## config.mk

```make
export PLATFORM = sky130hd
export DESIGN_NAME = ps_serializer_flat
export DESIGN_NICKNAME = d
export VERILOG_FILES = /design/src/rtl/ps_serializer_if.sv /design/src/rtl/ps_serializer.sv /design/src/flat_wrapper.sv
export SDC_FILE = /design/constraint.sdc
export NUM_CORES = 1
export LEC_CHECK = 0
export CORE_ASPECT_RATIO = 0.9
export CORE_MARGIN = 4
export CORE_UTILIZATION = 45
export CTS_BUF_LIST = sky130_fd_sc_hd__clkbuf_2
export DETAILED_ROUTE_END_ITERATION = 8
export PLACE_DENSITY = 0.78
export RECOVER_POWER = 25
export SYNTH_ARGS = -nofsm -noshare
export SYNTH_HDL_FRONTEND = slang
export SYNTH_SLANG_ARGS = --single-unit
```

## constraint.sdc

```tcl
create_clock -name clk -period 2 [get_ports clk]
set_clock_uncertainty 0.15 [all_clocks]
set_input_delay 0.3 -clock clk [delete_from_list [all_inputs] [get_ports clk]]
set_output_delay 0.3 -clock clk [all_outputs]
set_load 0.01 [all_outputs]
```

## src/rtl/ps_serializer_if.sv

```systemverilog
// Handshake and serial-output bundle for ps_serializer.
// The master drives the word and bit strobe; the slave returns the serial bit and status.
interface ps_serializer_if #(
  parameter int WIDTH = 4
);
  logic             cs;
  logic             clr;
  logic             load_valid;
  logic [WIDTH-1:0] p_in;
  logic             load_ready;
  logic             s;
  logic             busy;
  logic             word_done;
  logic             underrun;

  modport master (
    output cs, clr, load_valid, p_in,
    input  load_ready, s, busy, word_done, underrun
  );

  modport slave (
    input  cs, clr, load_valid, p_in,
    output load_ready, s, busy, word_done, underrun
  );
endinterface

```

## src/rtl/ps_serializer.sv

```systemverilog
// Parallel-to-serial converter: one holding register feeding a shift register,
// one bit consumed per rising edge of the cs strobe, MSB first.
//
// state | meaning
// IDLE  | no word shifting; s = 0, a waiting held word is moved in on the next edge
// SHIFT | word in shift register; each cs edge consumes one bit
module ps_serializer #(
  parameter int WIDTH = 4
) (
  input  logic           clk,
  input  logic           rst_n,
  ps_serializer_if.slave bus
);

  typedef enum logic {
    IDLE  = 1'b0,
    SHIFT = 1'b1
  } state_t;

  localparam int             CW   = $clog2(WIDTH) + 1;
  localparam logic [CW-1:0]  LAST = CW'(WIDTH - 1);

  state_t           state_q, state_d;
  logic [WIDTH-1:0] hold_q, hold_d;
  logic             hold_full_q, hold_full_d;
  logic [WIDTH-1:0] sreg_q, sreg_d;
  logic [CW-1:0]    cnt_q, cnt_d;
  logic             cs_b_q;
  logic             word_done_q, word_done_d;
  logic             underrun_q, underrun_d;
  logic             cs_edge;
  logic             load_fire;

  assign cs_edge   = ~cs_b_q & bus.cs;
  assign load_fire = bus.load_valid & ~hold_full_q;

  always_ff @(posedge clk or negedge rst_n) begin
    if (!rst_n) begin
      state_q     <= IDLE;
      hold_q      <= '0;
      hold_full_q <= 1'b0;
      sreg_q      <= '0;
      cnt_q       <= '0;
      cs_b_q      <= 1'b1;
      word_done_q <= 1'b0;
      underrun_q  <= 1'b0;
    end else begin
      state_q     <= state_d;
      hold_q      <= hold_d;
      hold_full_q <= hold_full_d;
      sreg_q      <= sreg_d;
      cnt_q       <= cnt_d;
      cs_b_q      <= bus.cs;
      word_done_q <= word_done_d;
      underrun_q  <= underrun_d;
    end
  end

  always_comb begin
    state_d     = state_q;
    hold_d      = hold_q;
    hold_full_d = hold_full_q;
    sreg_d      = sreg_q;
    cnt_d       = cnt_q;
    word_done_d = 1'b0;
    underrun_d  = 1'b0;

    if (bus.clr) begin
      state_d     = IDLE;
      hold_full_d = 1'b0;
      sreg_d      = '0;
      cnt_d       = '0;
    end else begin
      // Capture needs an empty holder and a transfer needs a full one, so the
      // two hold_full updates below never collide on the same edge.
      if (load_fire) begin
        hold_d      = bus.p_in;
        hold_full_d = 1'b1;
      end

      unique case (state_q)
        IDLE: begin
          if (cs_edge) begin
            underrun_d = 1'b1;
          end
          if (hold_full_q) begin
            sreg_d      = hold_q;
            hold_full_d = 1'b0;
            cnt_d       = '0;
            state_d     = SHIFT;
          end
        end
        SHIFT: begin
          if (cs_edge) begin
            if (cnt_q == LAST) begin
              word_done_d = 1'b1;
              if (hold_full_q) begin
                sreg_d      = hold_q;
                hold_full_d = 1'b0;
                cnt_d       = '0;
              end else begin
                sreg_d  = '0;
                state_d = IDLE;
              end
            end else begin
              sreg_d = {sreg_q[WIDTH-2:0], 1'b0};
              cnt_d  = cnt_q + CW'(1);
            end
          end
        end
        default: state_d = IDLE;
      endcase
    end
  end

  assign bus.s          = sreg_q[WIDTH-1];
  assign bus.busy       = (state_q == SHIFT);
  assign bus.load_ready = ~hold_full_q;
  assign bus.word_done  = word_done_q;
  assign bus.underrun   = underrun_q;

endmodule

```

## src/flat_wrapper.sv

```systemverilog
// flat-port wrapper written by rule: the top's interface ports become plain ports
module ps_serializer_flat 
#(
  parameter int WIDTH = 4
)
  (clk, rst_n, bus_cs, bus_clr, bus_load_valid, bus_p_in, bus_load_ready, bus_s, bus_busy, bus_word_done, bus_underrun);
  ps_serializer_if #(.WIDTH(WIDTH)) bus_i ();
  input  logic clk;
  input  logic rst_n;
  input wire logic [$bits(bus_i.cs)-1:0] bus_cs;
  input wire logic [$bits(bus_i.clr)-1:0] bus_clr;
  input wire logic [$bits(bus_i.load_valid)-1:0] bus_load_valid;
  input wire logic [$bits(bus_i.p_in)-1:0] bus_p_in;
  output wire logic [$bits(bus_i.load_ready)-1:0] bus_load_ready;
  output wire logic [$bits(bus_i.s)-1:0] bus_s;
  output wire logic [$bits(bus_i.busy)-1:0] bus_busy;
  output wire logic [$bits(bus_i.word_done)-1:0] bus_word_done;
  output wire logic [$bits(bus_i.underrun)-1:0] bus_underrun;
  assign bus_i.cs = bus_cs;
  assign bus_i.clr = bus_clr;
  assign bus_i.load_valid = bus_load_valid;
  assign bus_i.p_in = bus_p_in;
  assign bus_load_ready = bus_i.load_ready;
  assign bus_s = bus_i.s;
  assign bus_busy = bus_i.busy;
  assign bus_word_done = bus_i.word_done;
  assign bus_underrun = bus_i.underrun;
  ps_serializer #(.WIDTH(WIDTH)) u_core (.clk(clk), .rst_n(rst_n), .bus(bus_i));
endmodule
```

=== After elaboration in Yosys (flattened, before gate mapping) ===
Cells that the tools add are included.

* Multiplexer cells: 29
* Bitwise operators: 6
* Eq/ne operators: 3
* Add/subtract/negate cells: 1
* Reduce and logical (&&, ||, !) cells: 2

{| class="wikitable"
|+ Operators with widths
! kind !! number
|-
| $mux 4 || 5
|-
| $mux 1 || 16
|-
| $mux 3 || 4
|-
| $pmux 4 s2 || 1
|-
| $pmux 3 s2 || 1
|-
| $not 1->1 || 4
|-
| $pmux 1 s2 || 2
|-
| $reduce_and 2->1 || 2
|-
| $add 3x1->3 const B || 1
|-
| $eq 3x2->1 const B || 1
|-
| $ne 3x2->1 const B || 1
|-
| $ne 3x3->1 const B || 1
|-
| $and 1x1->1 || 2
|}

* Logic and storage cells: 49
* Bits in registers: 16
* Input bits: 9

=== Depth between registers and ports, before layout ===
Gate-level depths: netlist of the first run.

* Word-level depth: 8
* Mapped depth: 5

=== Worst setup path after synthesis of the first run ===
OpenSTA, ideal clock, no wires.

* Kind: flip-flop to flip-flop
* From: reg u_core.cnt_q[0]
* To: reg u_core.sreg_q[1]
* Slack: 481 ps
* Clock period less this slack: 1519 ps
* Arrival time: 1248 ps
* Setup time: 121 ps
* Stages on the path, launching flop included: 6
* Cell sequence: dfrtp_1 -> ha_1 -> nand2b_4 -> and2_2 -> a22o_1 -> a22o_1

* Cells in the longest elaborated chain, start to end: 5

{| class="wikitable"
|+ Ends and longest elaborated chain
! item !! RTL line !! RTL
|-
| from (decl) || ps_serializer.sv:27 || <nowiki>logic [CW-1:0] cnt_q, cnt_d;</nowiki>
|-
| from (signal assigned) || ps_serializer.sv:52 || <nowiki>cnt_q <= cnt_d;</nowiki>
|-
| $eq 3x2->1 || ps_serializer.sv:95 || <nowiki>if (cnt_q == LAST) begin</nowiki>
|-
| $mux 4 || ps_serializer.sv:95 ||
|-
| $mux 4 || ps_serializer.sv:94 || <nowiki>if (cs_edge) begin</nowiki>
|-
| $pmux 4 s2 || ps_serializer.sv:81 || <nowiki>unique case (state_q)</nowiki>
|-
| $mux 4 || ps_serializer.sv:68 || <nowiki>if (bus.clr) begin</nowiki>
|-
| to (signal assigned) || ps_serializer.sv:51 || <nowiki>sreg_q <= sreg_d;</nowiki>
|-
| to (decl) || ps_serializer.sv:26 || <nowiki>logic [WIDTH-1:0] sreg_q, sreg_d;</nowiki>
|}

No other way between the ends. The select of a mux whose other input is x is not followed.
A chain may end at the register's enable or synchronous reset.

=== Final worst setup path of the first run ===
* From: reg u_core.hold_full_q
* To: out bus_load_ready

* Cells in the longest elaborated chain, start to end: 1

{| class="wikitable"
|+ Ends and longest elaborated chain
! item !! RTL line !! RTL
|-
| from (decl) || ps_serializer.sv:25 || <nowiki>logic hold_full_q, hold_full_d;</nowiki>
|-
| from (signal assigned) || ps_serializer.sv:50 || <nowiki>hold_full_q <= hold_full_d;</nowiki>
|-
| $not 1->1 || ps_serializer.sv:118 || <nowiki>assign bus.load_ready = ~hold_full_q;</nowiki>
|-
| to (decl) || flat_wrapper.sv:14 || <nowiki>output wire logic [$bits(bus_i.load_ready)-1:0] bus_load_ready;</nowiki>
|}

No other way between the ends.

==> metrics.txt, run 1 <==
# TYPE chip_impl_metric gauge
chip_impl_info{name="ff_to_ff_end",value="u_core.cnt_q[1]"} 1
chip_impl_metric{name="areaGrowthSynthToFinish",unit="%"} 27.6
chip_impl_metric{name="synth_seq_area_share",unit=""} 0.556
chip_impl_info{name="hold_path_end",value="u_core.cs_b_q"} 1
chip_impl_metric{name="total_die_area",unit="um^2"} 2310
chip_impl_info{name="cts_root_buffer",value="sky130_fd_sc_hd__clkbuf_2"} 1
chip_impl_info{name="timing.critical_path.cells",value="inv_1 > clkdlybuf4s50_1"} 1
chip_impl_metric{name="number_of_global_route_vias_before_repair",unit=""} 454
chip_impl_metric{name="max-clock-path-buffers",unit=""} 2
chip_impl_metric{name="drt_iter0_drc",unit=""} 3
chip_impl_info{name="netlist.top_cell.by_area",value="sky130_fd_sc_hd__dfrtp_1"} 1
chip_impl_metric{name="synth_largest_type_area_fraction",unit=""} 0.520
chip_impl_metric{name="power.density",unit="nW/um^2"} 698
chip_impl_metric{name="fin_hold_ws",unit="ns"} 0.297
chip_impl_metric{name="final_antenna_net_count",unit=""} 0
chip_impl_metric{name="cts_hold_buffers",unit=""} 0
chip_impl_metric{name="synthSimpleGateAreaFrac",unit=""} 0.170
chip_impl_info{name="crit_path_top_delay_cell",value="sky130_fd_sc_hd__clkdlybuf4s50_1"} 1
chip_impl_metric{name="post_synth_inst_count",unit=""} 56
chip_impl_metric{name="clock_edge_transition_at_the_registers_on_the_reported_setup_and_hold_paths",unit="ns"} 0.13
chip_impl_metric{name="share_of_the_cycle_needed_by_the_critical_path_after_routing",unit=""} 0.933
chip_impl_metric{name="globalRouteTotalUtil",unit=""} 0.127
chip_impl_metric{name="dr_total_vias",unit=""} 497
chip_impl_info{name="r2r_start",value="u_core.cnt_q[0]"} 1
chip_impl_info{name="hold_class",value="in2reg"} 1
chip_impl_metric{name="max_freq",unit="MHz"} 536
chip_impl_metric{name="die-height",unit="um"} 46
chip_impl_metric{name="postCtsResizedCells",unit=""} 0
chip_impl_metric{name="antenna_cells",unit=""} 0
chip_impl_metric{name="synthMuxAreaShare",unit=""} 0.0624
chip_impl_metric{name="leakage",unit="uW"} 0.000408
chip_impl_metric{name="cp.required",unit="ns"} 1.55
chip_impl_metric{name="initial_core_util",unit=""} 0.488
chip_impl_info{name="dominant_combinational_cell_family_by_area_after_synthesis",value="compound AO/OA/AOI/OAI gates"} 1
chip_impl_metric{name="fillerInstances",unit=""} 129
chip_impl_metric{name="drt-vias-per-instance",unit=""} 5.07
chip_impl_metric{name="htree_num_levels",unit=""} 1
chip_impl_metric{name="post_drt_wl_per_cell",unit="um"} 12.0
chip_impl_metric{name="instances_no_fill",unit=""} 98
chip_impl_metric{name="synth_area_per_cell",unit="um^2"} 12.9
chip_impl_metric{name="synth_compound_gate_area_share",unit=""} 0.182
chip_impl_info{name="synth_top_cells_by_area",value="sky130_fd_sc_hd__dfrtp_1 52%, sky130_fd_sc_hd__a22o_1 7.3%, sky130_fd_sc_hd__mux2_2 6.2%, sky130_fd_sc_hd__dfstp_2 3.6%, sky130_fd_sc_hd__a211oi_4 2.8%"} 1
chip_impl_metric{name="reg2reg_setup_slack",unit="ns"} 0.30
chip_impl_metric{name="number_of_enable_flip_flop_cells_after_synthesis",unit=""} 0
chip_impl_metric{name="die-width",unit="um"} 50.2
chip_impl_metric{name="numCtsBuffers",unit=""} 3
chip_impl_metric{name="count_of_port_buffers_added_during_placement",unit=""} 13
chip_impl_metric{name="critical_path_peak_fanout",unit=""} 5
chip_impl_metric{name="timing.slew.headroom",unit=""} 0.454
chip_impl_metric{name="yosys.area_share.adder",unit=""} 0.0173
chip_impl_metric{name="timing.critical_path.buf_inv",unit=""} 2
chip_impl_metric{name="finalSetupViolCount",unit=""} 0
chip_impl_info{name="startpoint_type",value="flip-flop"} 1
chip_impl_info{name="tritoncts",value="built"} 1
chip_impl_metric{name="maximum_number_of_pins_on_one_net_before_global_route_repair",unit=""} 17
chip_impl_metric{name="mappedNetlistArea",unit="um^2"} 722
chip_impl_metric{name="worst_skew_pair.late_latency",unit="ns"} 0.28
chip_impl_metric{name="timing_worst_slew_pin_value",unit="ns"} 0.819
chip_impl_metric{name="irDropWorstVdd",unit="V"} 0.000402
chip_impl_metric{name="worstPathArrival",unit="ns"} 1.42
chip_impl_metric{name="grt_antenna_before_repair",unit=""} 0
chip_impl_metric{name="maxCapViolCount",unit=""} 0
chip_impl_metric{name="totalNegativeSetupSlack",unit="ns"} 0
chip_impl_metric{name="ys_async_sr_fraction",unit=""} 1.00
chip_impl_metric{name="regArea",unit="um^2"} 402
chip_impl_metric{name="placer_congestion",unit=""} 0.739
chip_impl_info{name="worst_setup_path_end_kind",value="output pin"} 1
chip_impl_metric{name="xor_xnor_portion_of_the_synthesized_cell_area",unit=""} 0
chip_impl_info{name="hold_start",value="bus_cs"} 1
chip_impl_info{name="synth_top_flop_cell",value="sky130_fd_sc_hd__dfrtp_1"} 1
chip_impl_metric{name="final_period_minus_worst_setup_slack",unit="ns"} 1.87
chip_impl_metric{name="numClockSinks",unit=""} 16
chip_impl_info{name="setup_repair_after_global_routing_missed_its_margin",value="false"} 1
chip_impl_metric{name="detail_route.wirelength",unit="mm"} 1.18
chip_impl_metric{name="ys_ff_latch",unit=""} 16
chip_impl_metric{name="remaining_drc_errors",unit=""} 0
chip_impl_metric{name="worstRegToRegCells",unit=""} 5
chip_impl_metric{name="post_cts_buffers",unit=""} 0
chip_impl_metric{name="syn-num-nets",unit=""} 66
chip_impl_metric{name="dp_hpwl",unit="um"} 956
chip_impl_metric{name="multi_input_comb_area",unit="um^2"} 312
chip_impl_metric{name="ratio_of_cells_with_drive_above_1_in_the_final_layout",unit=""} 0.263
chip_impl_metric{name="worstHoldPathCells",unit=""} 1
chip_impl_metric{name="dr.pass1.iters",unit=""} 4
chip_impl_info{name="timing_worst_setup_path_type",value="reg2out"} 1
chip_impl_metric{name="grt_first_pass_wirelength",unit="mm"} 2.06
chip_impl_metric{name="timing.final.hold_violations",unit=""} 0
chip_impl_metric{name="final_nets",unit=""} 87
chip_impl_metric{name="rows",unit=""} 13
chip_impl_metric{name="synth_cell_types",unit=""} 29
chip_impl_metric{name="critical_path.max_stage_delay",unit="ns"} 0.55
chip_impl_metric{name="ios",unit=""} 14
chip_impl_metric{name="core_region_area",unit="um^2"} 1480
chip_impl_metric{name="dpl.cell_count",unit=""} 94
chip_impl_metric{name="grt.overflow.total",unit=""} 0
chip_impl_info{name="cpLargestDelayFamily",value="buffers and inverters"} 1
chip_impl_metric{name="synthesis.yosys.warnings",unit=""} 0
chip_impl_metric{name="report.final.slew_viol_count",unit=""} 0
chip_impl_info{name="outcome",value="finished clean"} 1
per-stage QoR:
stage / total power (uW) / instance area, um^2 / worst slack, ns / utilization
finish: 643 / 921 / 0.134 / 0.622
floorplan: 448 / 722 / 0.481 / -
global route: 679 / 921 / 0.0279 / 0.622
detailed placement: 505 / 905 / 0.133 / 0.611
global placement: 501 / 905 / 0.170 / 0.611
CTS: 653 / 925 / 0.112 / 0.625
routing by layer:
metal / track usage / routed length [um] / up-vias
li1: - / - / 245
met1: 0.145 / 546 / 237
met2: 0.206 / 532 / 15
met3: 0.0721 / 97 / 0
met4: 0.0331 / 0 / 0
met5: 0 / 0 / -
report_power, final:
| group | internal, uW | switching (uW) | total, uW |
|---|---|---|---|
| Combinational | 70.5 | 48.1 | 119 |
| Clock | 53.0 | 93.5 | 147 |
| Sequential | 356 | 22.0 | 378 |
cell usage in the layout, fill, tap and decap left out, types with 2 or more instances in the layout:
master	instances
sky130_fd_sc_hd__mux2_2	4
sky130_fd_sc_hd__dfrtp_1	15
sky130_fd_sc_hd__o21ai_0	2
sky130_fd_sc_hd__buf_4	3
sky130_fd_sc_hd__a21oi_1	2
sky130_fd_sc_hd__nand2_1	2
sky130_fd_sc_hd__nor3_1	2
sky130_fd_sc_hd__clkdlybuf4s50_1	12
sky130_fd_sc_hd__clkbuf_2	4
sky130_fd_sc_hd__nor2_1	2
sky130_fd_sc_hd__a22o_1	6
Yosys cell counts, types with 2 or more instances:
| cell | n |
|---|---|
| sky130_fd_sc_hd__a21oi_1 | 2 |
| sky130_fd_sc_hd__a22o_1 | 6 |
| sky130_fd_sc_hd__dfrtp_1 | 15 |
| sky130_fd_sc_hd__mux2_2 | 4 |
| sky130_fd_sc_hd__nand2_1 | 2 |
| sky130_fd_sc_hd__nor2_1 | 2 |
| sky130_fd_sc_hd__nor3_1 | 2 |
| sky130_fd_sc_hd__o21ai_0 | 2 |
flip-flops by register name, indices dropped and copies added, names as in the netlist:
name / count
u_core.cs_b_q: 1
u_core.bus.word_done: 1
u_core.hold_full_q: 1
u_core.hold_q: 4
u_core.bus.busy: 1
u_core.bus.underrun: 1
u_core.cnt_q: 3
u_core.sreg_q: 4
how the worst max path moves through the flow:
stage	startpoint	slack (ns)	depth (start not counted)	to
detailed placement	bus_clr	0.13	5	u_core.cnt_q[1]
finish	u_core.hold_full_q	0.13	2	bus_load_ready
global route	u_core.hold_full_q	0.03	2	bus_load_ready
global placement	bus_clr	0.17	5	u_core.cnt_q[1]
CTS	u_core.hold_full_q	0.11	2	bus_load_ready
floorplan	u_core.cnt_q[0]	0.48	5	u_core.sreg_q[1]
area by class of cell:
type / instances / share of cell area
multi-input cells: 38 / 0.338
well taps: 22 / 0.0299
repair buffers: 17 / 0.170
clock buffers: 4 / 0.0217
flip-flops and latches: 16 / 0.436
inverters: 1 / 0.00408
logic make-up after synthesis:
group,after synthesis
simple gates,17
buf+inv,2
flops,16
compound gates,16
mux,4
fa+ha+maj,1
Note: power is estimated with default switching activity, not from simulation.
==> run 2, diff against run 1 <==
--- a/config.mk
+++ b/config.mk
@@ -10,7 +10,8 @@
 export CORE_UTILIZATION = 45
 export CTS_BUF_LIST = sky130_fd_sc_hd__clkbuf_2
 export DETAILED_ROUTE_END_ITERATION = 8
-export PLACE_DENSITY = 0.78
+export DONT_BUFFER_PORTS = 1
+export PLACE_DENSITY = 0.67
 export RECOVER_POWER = 25
 export SYNTH_ARGS = -nofsm -noshare
 export SYNTH_HDL_FRONTEND = slang
==> run 2 against run 1 <==
  * The flow now finishes with violations (hold timing)
  * Global-route usage up 0.64 points
  * Count of clock-buffer cells in the layout decreased by 1
  * Total power down 3.8%
  * Largest cell class unchanged
  * Highest routed layer is now met4
==> metrics.txt, run 2 (synthesized netlist as in run 1, its figures left out) <==
# TYPE chip_impl_metric gauge
chip_impl_metric{name="rows",unit=""} 13
chip_impl_metric{name="ratio_of_cells_with_drive_above_1_in_the_final_layout",unit=""} 0.239
chip_impl_metric{name="fin_hold_ws",unit="ns"} -0.000181
chip_impl_metric{name="fillerInstances",unit=""} 131
chip_impl_info{name="startpoint_type",value="flip-flop"} 1
chip_impl_info{name="timing_worst_setup_path_type",value="reg2reg"} 1
chip_impl_metric{name="core_region_area",unit="um^2"} 1480
chip_impl_metric{name="detail_route.wirelength",unit="mm"} 1.26
chip_impl_metric{name="worstHoldPathCells",unit=""} 2
chip_impl_metric{name="clock_edge_transition_at_the_registers_on_the_reported_setup_and_hold_paths",unit="ns"} 0.15
chip_impl_metric{name="total_die_area",unit="um^2"} 2310
chip_impl_metric{name="drt-vias-per-instance",unit=""} 5.26
chip_impl_metric{name="share_of_the_cycle_needed_by_the_critical_path_after_routing",unit=""} 0.809
chip_impl_metric{name="die-height",unit="um"} 46
chip_impl_metric{name="regArea",unit="um^2"} 402
chip_impl_info{name="worst_setup_path_end_kind",value="flip-flop"} 1
chip_impl_metric{name="numCtsBuffers",unit=""} 3
chip_impl_metric{name="maxCapViolCount",unit=""} 0
chip_impl_metric{name="post_drt_wl_per_cell",unit="um"} 14.1
chip_impl_metric{name="place_ws",unit="ns"} 0.403
chip_impl_info{name="final_cell_mix",value="15 x sky130_fd_sc_hd__dfrtp_1, 8 x sky130_fd_sc_hd__dlygate4sd3_1, 6 x sky130_fd_sc_hd__a22o_1, 4 x sky130_fd_sc_hd__mux2_2, 3 x sky130_fd_sc_hd__clkbuf_2"} 1
chip_impl_metric{name="dp_hpwl",unit="um"} 909
chip_impl_metric{name="dr.pass1.iters",unit=""} 4
chip_impl_metric{name="timing.final.hold_violations",unit=""} 1
chip_impl_metric{name="postCtsResizedCells",unit=""} 0
chip_impl_metric{name="antenna_cells",unit=""} 0
chip_impl_metric{name="placer_congestion",unit=""} 0.771
chip_impl_info{name="setup_repair_after_global_routing_missed_its_margin",value="false"} 1
chip_impl_metric{name="critical_path_peak_fanout",unit=""} 5
chip_impl_metric{name="grt.overflow.total",unit=""} 0
chip_impl_metric{name="ios",unit=""} 14
chip_impl_metric{name="totalNegativeSetupSlack",unit="ns"} 0
chip_impl_metric{name="power.density",unit="nW/um^2"} 734
chip_impl_metric{name="report.final.slew_viol_count",unit=""} 0
chip_impl_metric{name="numClockSinks",unit=""} 16
chip_impl_metric{name="remaining_drc_errors",unit=""} 0
chip_impl_metric{name="worstPathArrival",unit="ns"} 1.67
chip_impl_info{name="outcome",value="finished with violations"} 1
chip_impl_metric{name="timing.slew.headroom",unit=""} 0.541
chip_impl_metric{name="dr_total_vias",unit=""} 468
chip_impl_metric{name="final_nets",unit=""} 78
chip_impl_metric{name="leakage",unit="uW"} 0.000373
chip_impl_info{name="commonest_non_fill_non_tap_cell_in_the_layout",value="sky130_fd_sc_hd__dfrtp_1"} 1
chip_impl_metric{name="maximum_number_of_pins_on_one_net_before_global_route_repair",unit=""} 17
chip_impl_metric{name="cp.required",unit="ns"} 2.06
chip_impl_metric{name="final_core_util",unit=""} 0.570
chip_impl_metric{name="final_period_minus_worst_setup_slack",unit="ns"} 1.62
chip_impl_metric{name="worst_skew_pair.late_latency",unit="ns"} 0.31
chip_impl_info{name="failed_checks",value="hold timing"} 1
chip_impl_metric{name="die-width",unit="um"} 50.2
chip_impl_metric{name="timing_worst_slew_pin_value",unit="ns"} 0.686
chip_impl_metric{name="drt_iter0_drc",unit=""} 3
chip_impl_info{name="cts_root_buffer",value="sky130_fd_sc_hd__clkbuf_2"} 1
chip_impl_metric{name="initial_core_util",unit=""} 0.488
chip_impl_metric{name="finalSetupViolCount",unit=""} 0
chip_impl_metric{name="irDropWorstVdd",unit="V"} 0.000408
chip_impl_metric{name="areaGrowthSynthToFinish",unit="%"} 16.8
chip_impl_info{name="tritoncts",value="built"} 1
chip_impl_metric{name="final_antenna_net_count",unit=""} 0
chip_impl_metric{name="max-clock-path-buffers",unit=""} 2
chip_impl_metric{name="globalRouteTotalUtil",unit=""} 0.133
chip_impl_metric{name="count_of_port_buffers_added_during_placement",unit=""} 0
chip_impl_metric{name="worstRegToRegCells",unit=""} 5
chip_impl_info{name="leading_registers_by_flop_count",value="u_core.hold_q (4), u_core.sreg_q (4), u_core.cnt_q (3)"} 1
chip_impl_info{name="hold_class",value="in2reg"} 1
chip_impl_metric{name="multi_input_comb_area",unit="um^2"} 312
chip_impl_metric{name="final.setup.worst_slack",unit="ns"} 0.381
chip_impl_metric{name="number_of_global_route_vias_before_repair",unit=""} 462
chip_impl_metric{name="design_power_total",unit="uW"} 619
chip_impl_metric{name="grt_first_pass_wirelength",unit="mm"} 2.15
chip_impl_metric{name="htree_num_levels",unit=""} 1
chip_impl_metric{name="max_freq",unit="MHz"} 618
chip_impl_metric{name="grt_antenna_before_repair",unit=""} 0
[run 2: cell count changes in the layout (fill, tap and decap cells not counted)]
cell	previous run	this run
sky130_fd_sc_hd__clkbuf_1	1	0
sky130_fd_sc_hd__clkdlybuf4s50_1	12	0
sky130_fd_sc_hd__clkbuf_2	4	3
sky130_fd_sc_hd__clkinv_1	0	1
sky130_fd_sc_hd__buf_4	3	0
sky130_fd_sc_hd__dlygate4sd3_1	1	8
[run 2: metal layers]
layer,vias up,global-route usage,part of all wire
li1,227,-,-
met1,220,0.171,0.46
met2,18,0.190,0.45
met3,3,0.0689,0.075
met4,0,0.0497,0.013
met5,-,0,0
[run 2: path summary, 6_finish.rpt]
kind / slack, ns / end / start
max: 0.38 / u_core.sreg_q[2] / u_core.cnt_q[0]
min: -0.0002 / u_core.sreg_q[0] / bus_clr
max reg2reg: 0.38 / u_core.sreg_q[2] / u_core.cnt_q[0]
min reg2reg: 0.35 / u_core.sreg_q[0] / u_core.sreg_q[0]
max in group asynchronous: 0.96 / u_core.sreg_q[3] / rst_n
min in group asynchronous: 0.30 / u_core.cnt_q[1] / rst_n
[run 2: what timing repair did]
item | 4_1_cts | 5_1_grt
hold buffers | 8 | 0
buffers inserted | 0 | 0
endpoints found under the hold margin | 24 | 0
[run 2: worst max-delay path, cell delays in order, from the launching register on]
cell	delay, ns
sky130_fd_sc_hd__dfrtp_1	0.41
sky130_fd_sc_hd__ha_1	0.23
sky130_fd_sc_hd__nand2b_4	0.08
sky130_fd_sc_hd__and2_2	0.22
sky130_fd_sc_hd__a22o_1	0.23
sky130_fd_sc_hd__a22o_1	0.19
[run 2: cell type report]
class / count / share of cell area
Sequential cell: 16 / 0.476
Multi-Input combinational cell: 38 / 0.369
Inverter: 1 / 0.00445
Tap cell: 22 / 0.0326
Clock inverter: 1 / 0.00445
Timing Repair Buffer: 8 / 0.0950
Clock buffer: 3 / 0.0178
[run 2: stage by stage]
stage	instances	area, um^2
2_1_floorplan	56	722
3_3_place_gp	77	744
3_5_place_dp	77	744
4_1_cts	89	843
5_1_grt	89	843
6_report	89	843
[run 2: power breakdown]
part	total [uW]	switching (uW)	internal (uW)
combinational	91.4	39.1	52.3
clock	146	102	43.3
sequential	381	25.5	356
==> run 3, diff against run 2 <==
==> constraint.sdc (replaced) <==
create_clock -name clk -period 1.6 [get_ports clk]
set_clock_uncertainty 0.15 [all_clocks]
set_input_delay 0.24 -clock clk [delete_from_list [all_inputs] [get_ports clk]]
set_output_delay 0.24 -clock clk [all_outputs]
set_load 0.01 [all_outputs]
==> run 3 against run 2 <==
  * The run now ends clean
  * Hold slack improved by 0.014 ns
  * First-iteration DRC count rose to 3.0 times the previous value
  * Non-clock buffer count rose by 7
  * Design area rose by 8.0%
  * Flip-flop and latch count did not move
  * Clock power rose by 18%
  * Fmax rose by 6.3%
  * Via count rose by 6.8%
  * Combinational power rose by 46%
  * Die area did not move
  * Sequential power rose by 25%
  * Global-route usage fell by 0.11 points
  * Critical endpoint unchanged
  * Largest power group unchanged
==> metrics.txt, run 3 (synthesized netlist as in run 1, its figures left out) <==
# TYPE chip_impl_metric gauge
chip_impl_metric{name="final_nets",unit=""} 85
chip_impl_info{name="timing.critical_path.cells",value="ha_2 > nand2b_4 > and2_4 > a22o_1 > a22o_1"} 1
chip_impl_info{name="leading_registers_by_flop_count",value="u_core.hold_q (4), u_core.sreg_q (4), u_core.cnt_q (3)"} 1
chip_impl_metric{name="numClockSinks",unit=""} 16
chip_impl_metric{name="grt_antenna_before_repair",unit=""} 0
chip_impl_metric{name="remaining_drc_errors",unit=""} 0
chip_impl_metric{name="placer_congestion",unit=""} 0.701
chip_impl_metric{name="critical_path_peak_fanout",unit=""} 5
chip_impl_metric{name="max-clock-path-buffers",unit=""} 2
chip_impl_metric{name="ios",unit=""} 14
chip_impl_info{name="hold_class",value="in2reg"} 1
chip_impl_info{name="commonest_non_fill_non_tap_cell_in_the_layout",value="sky130_fd_sc_hd__dfrtp_1"} 1
chip_impl_metric{name="total_die_area",unit="um^2"} 2310
chip_impl_metric{name="worst_skew_pair.late_latency",unit="ns"} 0.28
chip_impl_info{name="tritoncts",value="built"} 1
chip_impl_metric{name="totalNegativeSetupSlack",unit="ns"} 0
chip_impl_metric{name="share_of_the_cycle_needed_by_the_critical_path_after_routing",unit=""} 0.952
chip_impl_metric{name="power.density",unit="nW/um^2"} 857
chip_impl_info{name="ff_to_ff_end",value="u_core.sreg_q[2]"} 1
chip_impl_metric{name="gr-usage-met3",unit=""} 0.0656
chip_impl_metric{name="place_ws",unit="ns"} 0.0406
chip_impl_metric{name="timing.slew.headroom",unit=""} 0.544
chip_impl_metric{name="areaGrowthSynthToFinish",unit="%"} 26.2
chip_impl_info{name="crit_path_top_delay_cell",value="sky130_fd_sc_hd__dfrtp_1"} 1
chip_impl_metric{name="reg2reg_setup_slack",unit="ns"} 0.08
chip_impl_metric{name="worstRegToRegCells",unit=""} 5
chip_impl_metric{name="number_of_global_route_vias_before_repair",unit=""} 453
chip_impl_metric{name="antenna_cells",unit=""} 0
chip_impl_metric{name="timing_worst_slew_pin_value",unit="ns"} 0.682
chip_impl_info{name="r2r_start",value="u_core.cnt_q[1]"} 1
chip_impl_info{name="setup_repair_after_global_routing_missed_its_margin",value="false"} 1
chip_impl_metric{name="critical_path.max_stage_delay",unit="ns"} 0.39
chip_impl_info{name="worst_path_most_repeated_cell",value="sky130_fd_sc_hd__a22o_1"} 1
chip_impl_metric{name="cp.required",unit="ns"} 1.63
chip_impl_metric{name="maximum_number_of_pins_on_one_net_before_global_route_repair",unit=""} 17
chip_impl_info{name="outcome",value="finished clean"} 1
chip_impl_info{name="worst_setup_path_end_kind",value="flip-flop"} 1
chip_impl_info{name="critPathLaunch",value="u_core.cnt_q[1]"} 1
chip_impl_metric{name="multi_input_comb_area",unit="um^2"} 327
chip_impl_metric{name="grt_first_pass_wirelength",unit="mm"} 2.14
chip_impl_metric{name="fillerInstances",unit=""} 119
chip_impl_info{name="cts_root_buffer",value="sky130_fd_sc_hd__clkbuf_2"} 1
chip_impl_info{name="crit_end",value="u_core.sreg_q[2]"} 1
chip_impl_metric{name="die-width",unit="um"} 50.2
chip_impl_metric{name="worstPathArrival",unit="ns"} 1.56
chip_impl_metric{name="final.setup.worst_slack",unit="ns"} 0.0767
chip_impl_metric{name="numCtsBuffers",unit=""} 3
chip_impl_metric{name="initial_core_util",unit=""} 0.488
chip_impl_metric{name="drt-vias-per-instance",unit=""} 5.21
chip_impl_metric{name="irDropWorstVdd",unit="V"} 0.000486
chip_impl_metric{name="max_freq",unit="MHz"} 656
chip_impl_metric{name="clock_edge_transition_at_the_registers_on_the_reported_setup_and_hold_paths",unit="ns"} 0.14
chip_impl_metric{name="rows",unit=""} 13
chip_impl_metric{name="regArea",unit="um^2"} 402
chip_impl_metric{name="detail_route.wirelength",unit="mm"} 1.32
chip_impl_metric{name="timing.final.hold_violations",unit=""} 0
chip_impl_info{name="final_cell_mix",value="15 x sky130_fd_sc_hd__dfrtp_1, 8 x sky130_fd_sc_hd__dlygate4sd3_1, 7 x sky130_fd_sc_hd__buf_4, 6 x sky130_fd_sc_hd__a22o_1, 4 x sky130_fd_sc_hd__mux2_2"} 1
chip_impl_info{name="grt.busiest_layer",value="met2"} 1
chip_impl_info{name="timing_worst_setup_path_type",value="reg2reg"} 1
chip_impl_metric{name="dr.pass1.iters",unit=""} 4
chip_impl_metric{name="final_period_minus_worst_setup_slack",unit="ns"} 1.52
chip_impl_metric{name="ratio_of_cells_with_drive_above_1_in_the_final_layout",unit=""} 0.351
chip_impl_metric{name="report.final.slew_viol_count",unit=""} 0
chip_impl_metric{name="dr_total_vias",unit=""} 500
chip_impl_metric{name="dp_hpwl",unit="um"} 876
chip_impl_metric{name="leakage",unit="uW"} 0.000410
chip_impl_metric{name="met1_usage",unit=""} 0.174
chip_impl_metric{name="grt.overflow.total",unit=""} 0
chip_impl_metric{name="post_drt_wl_per_cell",unit="um"} 13.8
chip_impl_metric{name="htree_num_levels",unit=""} 1
chip_impl_info{name="startpoint_type",value="flip-flop"} 1
chip_impl_metric{name="critical_path_cell_count",unit=""} 5
chip_impl_metric{name="core_region_area",unit="um^2"} 1480
chip_impl_metric{name="groute.layer.met2.usage",unit=""} 0.185
chip_impl_info{name="cpLargestDelayFamily",value="compound AO/OA/AOI/OAI gates"} 1
chip_impl_metric{name="timing.critical_path.buf_inv",unit=""} 0
chip_impl_metric{name="drt_iter0_drc",unit=""} 9
chip_impl_metric{name="globalRouteTotalUtil",unit=""} 0.132
chip_impl_metric{name="final_antenna_net_count",unit=""} 0
chip_impl_metric{name="finalSetupViolCount",unit=""} 0
chip_impl_metric{name="die-height",unit="um"} 46
chip_impl_metric{name="maxCapViolCount",unit=""} 0
chip_impl_metric{name="count_of_port_buffers_added_during_placement",unit=""} 0
==> run 3: through the flow <==
step	instances	area (um^2)	util	hold slack, ns	power (uW)
2_1_floorplan	56	722	-	-0.206	560
3_3_place_gp	82	782	0.528	-0.205	585
3_5_place_dp	82	782	0.528	-0.205	587
4_1_cts	94	881	0.595	0.00107	785
5_1_grt	96	911	0.615	-0.000444	835
6_report	96	911	0.615	0.0139	780
==> run 3: worst min path at each step <==
stage | slack [ns] | endpoint | start | cells after the start
after floorplan | -0.21 | u_core.bus.busy | rst_n | 0
after global placement | -0.21 | u_core.bus.word_done | rst_n | 0
after detailed placement | -0.21 | u_core.cnt_q[0] | rst_n | 0
after CTS | 0.001 | u_core.sreg_q[0] | bus_clr | 2
after global routing | -0.0004 | u_core.sreg_q[2] | bus_clr | 2
final | 0.01 | u_core.sreg_q[0] | bus_clr | 2
==> run 3: where the power goes <==
group | switching (uW) | total (uW) | leakage, uW | internal, uW
logic | 54.8 | 133 | 0.000190 | 78.4
clock network | 117 | 172 | 0.0000140 | 54.3
registers | 30.7 | 476 | 0.000206 | 445
==> run 3: final cells by class <==
type,count,area share
clock buffer,3,0.0165
clock inverter,1,0.00412
inverter,1,0.00412
multi-input combinational,38,0.359
sequential,16,0.441
tap,22,0.0302
timing repair buffer,15,0.146
==> run 3: per-layer routing <==
metal,vias up,routed length [um]
met5,-,0
met2,22,600
met3,0,99
met4,0,0
met1,233,624
li1,245,-
==> run 3: timing repair <==
item | in CTS | in global routing
setup endpoints to repair | 0 | 6
hold buffers | 8 | 0
buffers inserted | 0 | 2
hold endpoints to repair | 25 | 0
gates resized for setup | 0 | 4
